==> config.mk <==
export PLATFORM = sky130hd
export DESIGN_NAME = arbiter_rr_param
export DESIGN_NICKNAME = d
export VERILOG_FILES = /design/src/rtl/arbiter_rr_param.sv
export SDC_FILE = /design/constraint.sdc
export NUM_CORES = 1
export LEC_CHECK = 0
export BUFFER_PORTS_ARGS = -buffer_cell sky130_fd_sc_hd__buf_2
export CORE_MARGIN = 2
export CORE_UTILIZATION = 52
export CTS_CLUSTER_SIZE = 20
export DETAILED_ROUTE_END_ITERATION = 8
export HOLD_SLACK_MARGIN = 0.05
export MAX_ROUTING_LAYER = met4
export PLACE_DENSITY = 0.82
export SLEW_MARGIN = 20
export SYNTH_ARGS = -nofsm -noshare
export SYNTH_HDL_FRONTEND = slang
export SYNTH_SLANG_ARGS = --single-unit
export TNS_END_PERCENT = 5
==> constraint.sdc <==
create_clock -name clk -period 6.45 [get_ports clk]
set_input_delay 0.645 -clock clk [delete_from_list [all_inputs] [get_ports clk]]
set_output_delay 0.645 -clock clk [all_outputs]
set_load 0.01 [all_outputs]
==> src/rtl/arbiter_rr_param.sv <==
// Registered N-way arbiter: round-robin or fixed priority, with a hold limit.
// Ports: clk, reset (sync, active-high), r[N], prio_mode -> g[N], gid, busy.
module arbiter_rr_param #(
    parameter int N        = 4,
    parameter int MAX_HOLD = 8
) (
    input  logic                 clk,
    input  logic                 reset,
    input  logic [N-1:0]         r,
    input  logic                 prio_mode,
    output logic [N-1:0]         g,
    output logic [$clog2(N)-1:0] gid,
    output logic                 busy
);

    localparam int IW = $clog2(N);
    localparam int HW = (MAX_HOLD > 1) ? $clog2(MAX_HOLD) : 1;
    localparam logic [HW-1:0] HMAX = HW'(MAX_HOLD - 1);

    typedef enum logic {
        IDLE,
        GRANT
    } state_e;

    state_e         state_q, state_d;
    logic [N-1:0]   g_q, g_d;
    logic [IW-1:0]  gid_q, gid_d;
    logic           busy_q, busy_d;
    logic [HW-1:0]  hold_q, hold_d;
    logic [IW-1:0]  last_q, last_d;

    logic [N-1:0]   cand;
    logic [N-1:0]   others;
    logic           take;
    logic [IW-1:0]  pick;

    // First set bit at or after last+1, wrapping.
    function automatic logic [IW-1:0] pick_rr(
        input logic [N-1:0]  req,
        input logic [IW-1:0] last
    );
        logic [IW-1:0] w;
        logic [IW-1:0] jj;
        logic          found;
        int            j;
        w     = '0;
        found = 1'b0;
        for (int k = 1; k <= N; k++) begin
            j = int'(last) + k;
            if (j >= N) j = j - N;
            jj = IW'(j);
            if (!found && req[jj]) begin
                found = 1'b1;
                w     = jj;
            end
        end
        return w;
    endfunction

    // Lowest set bit wins.
    function automatic logic [IW-1:0] pick_fix(input logic [N-1:0] req);
        logic [IW-1:0] w;
        w = '0;
        for (int k = N - 1; k >= 0; k--) begin
            if (req[IW'(k)]) w = IW'(k);
        end
        return w;
    endfunction

    always_ff @(posedge clk) begin
        if (reset) begin
            state_q <= IDLE;
            g_q     <= '0;
            gid_q   <= '0;
            busy_q  <= 1'b0;
            hold_q  <= '0;
            last_q  <= IW'(N - 1);
        end else begin
            state_q <= state_d;
            g_q     <= g_d;
            gid_q   <= gid_d;
            busy_q  <= busy_d;
            hold_q  <= hold_d;
            last_q  <= last_d;
        end
    end

    always_comb begin
        state_d = state_q;
        g_d     = g_q;
        gid_d   = gid_q;
        busy_d  = busy_q;
        hold_d  = hold_q;
        last_d  = last_q;
        cand    = '0;
        take    = 1'b0;
        // g_q is zero in IDLE, so this is r minus the current grantee.
        others  = r & ~g_q;

        unique case (state_q)
            IDLE: begin
                cand = r;
                take = |r;
            end
            GRANT: begin
                if (r[gid_q]) begin
                    if (|others && hold_q == HMAX) begin
                        // Hold expired with contention: rotate away.
                        cand = others;
                        take = 1'b1;
                    end else if (hold_q != HMAX) begin
                        hold_d = hold_q + 1'b1;
                    end
                end else begin
                    // Release hands over in the same edge when possible.
                    cand = others;
                    take = |others;
                    if (!take) begin
                        state_d = IDLE;
                        g_d     = '0;
                        gid_d   = '0;
                        busy_d  = 1'b0;
                        hold_d  = '0;
                    end
                end
            end
            default: ;
        endcase

        pick = prio_mode ? pick_fix(cand) : pick_rr(cand, last_q);

        if (take) begin
            state_d   = GRANT;
            g_d       = '0;
            g_d[pick] = 1'b1;
            gid_d     = pick;
            busy_d    = 1'b1;
            last_d    = pick;
            hold_d    = '0;
        end
    end

    assign g    = g_q;
    assign gid  = gid_q;
    assign busy = busy_q;

endmodule

==> impl_metrics.ini <==
[sta]
rsz0062_at_grt = no
setup_violations = 0
hold_viol = 0
fin_hold_ws_ns = 0.459
finalMaxSlewViolations = 0
relSlewSlack_pct = 57.8
tightest_slew_ns = 0.632
fmax_ghz = 0.387
finClkSkew_ns = 0.00477
period_minus_slack_ns = 2.59
fin_crit_sh_pct = 40.1
tns_ns = 0
fin_ws_ns = 3.86

[power]
p_per_area_nw_per_um2 = 235
clock_power_share_pct = 19.9
power_leakage_nw = 0.416
p_sw_share_pct = 38.7
pwr-share-comb_pct = 37.3
p_total_uw = 254
p_seq_share_pct = 42.9
ir_drop_v = 0.000123
p_int_uw = 156
p_sw_uw = 98.4

[worst_setup_path]
cp.arrival_ns = 2.77
critPathKind = flip-flop to flip-flop
startpoint_type = flip-flop
regToRegSetupSlack_ns = 3.86
cp-end-kind = flip-flop
cp.required_ns = 6.63
crit_fanout = 8

[drt]
wl_per_cell_microns = 15.1
first_pass_iters = 4
drc = 0
detail-route-antenna-nets = 0
num_vias = 983
via_per_inst = 6.42
finalWirelength_mm = 2.31
detail_route.iter0.violations = 27

[grt]
grt_antenna_before_repair = 0
grt_usage_pct = 24.5
grt_pass1_vias = 781
grt_max_degree = 19
overflow = 0
grt_pass1_wl_mm = 3.64

[placement]
port_buffers = 13
pre_cts_ws_ns = 3.89
place_congestion = 0.890
hpwl_mm = 1.78
placed_cells = 149
placed_area_sq_um = 1060

[clock_tree]
h-tree-depth = 1
cts-root-buf = clkbuf_4
cts-resized-gates = 0
cts_sinks = 13
ctsHoldBuffers = 0
clockBufferDepth = 2
cts_setup_buffers = 0
clkLatencyLatePin_ns = 0.28
clk_pin_slew_ns = 0.08
cts_buffers = 3
tritoncts = done

[outcome]
status = complete, no violations

[synth]
synth_top_family_by_area = compound AO/OA/AOI/OAI gates
syn_inst = 114
async_flop_share_pct = 0
ys_seq_elements = 13
synth_cell_types = 47
synth_area_sq_um = 980
syn_area_per_cell_sq_um = 8.59
synth_fp_nets = 123
synth_edf_count = 0
yosysSeqAreaShare_pct = 26.6
synth_xor_area_share_pct = 0
synth-compound-area-share_pct = 37.4
yosysWarnings = 0
synthMuxAreaShare_pct = 3.07
yosys.area_share.adder_pct = 3.58
synth_simple_gate_area_share_pct = 26.2
synth_ff_type = dfxtp_1

[layout]
nNetsFinal = 138
n_antenna_cell = 0
fillers = 155
post-route-cell-area_sq_um = 1080
area_delta_synth_final_pct = 10.5
finish.utilization_pct = 62.0
fin_cells = 153
drive_gt1_share_pct = 20.3

[floorplan]
initial_core_util_pct = 56.1
fp.dieH_microns = 47.4
die-area_sq_um = 2250
core-area_sq_um = 1750
row_count = 15
pin_count = 14
fp.dieW_microns = 47.4

[hold_path]
min-delay-path-class = flip-flop to flip-flop

[run]
max-cap-violations = 0
## routing by layer
metal  vias to the layer above  global-route usage, %  routed length, microns
met5                         -                      -                       0
met4                         0                   10.6                      46
met3                         7                   6.15                     191
met2                        49                   34.3                    1010
met1                       461                   32.9                    1060
li1                        466                      -                       -
## critical path, stage by stage (launching register included)
cell and delay (ns):
dfxtp_1 0.33, ha_1 0.20, ha_1 0.26, or2_2 0.31, o22ai_2 0.31, o311ai_4 0.12
a2111oi_2 0.67, nor4_1 0.11, o21ba_1 0.20
## layout make-up
| type | instances | area, sq um | area share [%] |
|---|---|---|---|
| clock buffers | 4 | 26.3 | 2.43 |
| inverters | 3 | 11.3 | 1.04 |
| multi-input cells | 95 | 688 | 63.6 |
| flip-flops and latches | 13 | 260 | 24.0 |
| well taps | 25 | 31.3 | 2.89 |
| repair buffers | 13 | 65.1 | 6.01 |
## power by group through the flow
stage               sequential [mW]  clock, mW  combinational [mW]
detailed placement            0.110          0              0.0934
CTS                           0.108     0.0516              0.0938
finish                        0.109     0.0505              0.0947
global route                  0.110     0.0556               0.103
floorplan                     0.107          0              0.0707
global placement              0.109          0              0.0910
## path summary, 6_finish.rpt
check | start | end | depth (start not counted)
max | hold_q[0]$_SDFFE_PP0P_ | g[1]$_SDFFE_PP0P_ | 8
min | busy$_SDFFE_PP0P_ | busy$_SDFFE_PP0P_ | 2
max reg2reg | hold_q[0]$_SDFFE_PP0P_ | g[1]$_SDFFE_PP0P_ | 8
min reg2reg | busy$_SDFFE_PP0P_ | busy$_SDFFE_PP0P_ | 2
## cell usage after synthesis (2+ instances only)
master	instances	area share, %
a21boi_1	4	3.1
nand3b_1	2	1.5
nand2_1	13	5.0
inv_1	3	1.1
or2_2	2	1.3
mux2i_1	3	3.1
or4_1	3	2.3
nand2b_1	5	3.2
a32oi_1	2	1.8
o21ai_1	3	1.5
dfxtp_1	13	27
o32a_1	2	2.0
o22a_1	2	1.8
nand4_1	2	1.3
nor2b_1	6	3.8
ha_1	2	2.6
nor2_1	4	1.5
o21ai_0	3	1.5
a211oi_1	2	1.5
nand3_1	2	1.0
a21oi_1	10	5.1
## sequential cells by signal (all words and copies together), names as in the netlist
register  flops
busy          1
gid           2
g             4
state_q       1
hold_q        3
last_q        2
## cell usage in the layout, fill, tap and decap left out, types with 2 or more instances in the layout
cell	instances
buf_2	13
a21oi_1	10
nor2_1	4
nand2b_1	5
o22a_1	2
nor2b_1	6
inv_1	3
or4_1	3
nand4_1	2
dfxtp_1	13
nand3_1	2
or2_2	2
ha_1	2
a21boi_1	4
o21ai_0	3
o21ai_1	3
a32oi_1	2
a211oi_1	2
o32a_1	2
nand3b_1	2
nand2_1	13
mux2i_1	3
clkbuf_4	3
## cells by family (layout without fill, tap and decap cells)
group	Yosys count	after routing
AOI/OAI and AO/OA	43	43
buffers and inverters	6	20
muxes	3	3
and+or+nand+nor	46	46
DFF	13	13
adders and majority gates	3	3
(Power assumes the default switching activity.)
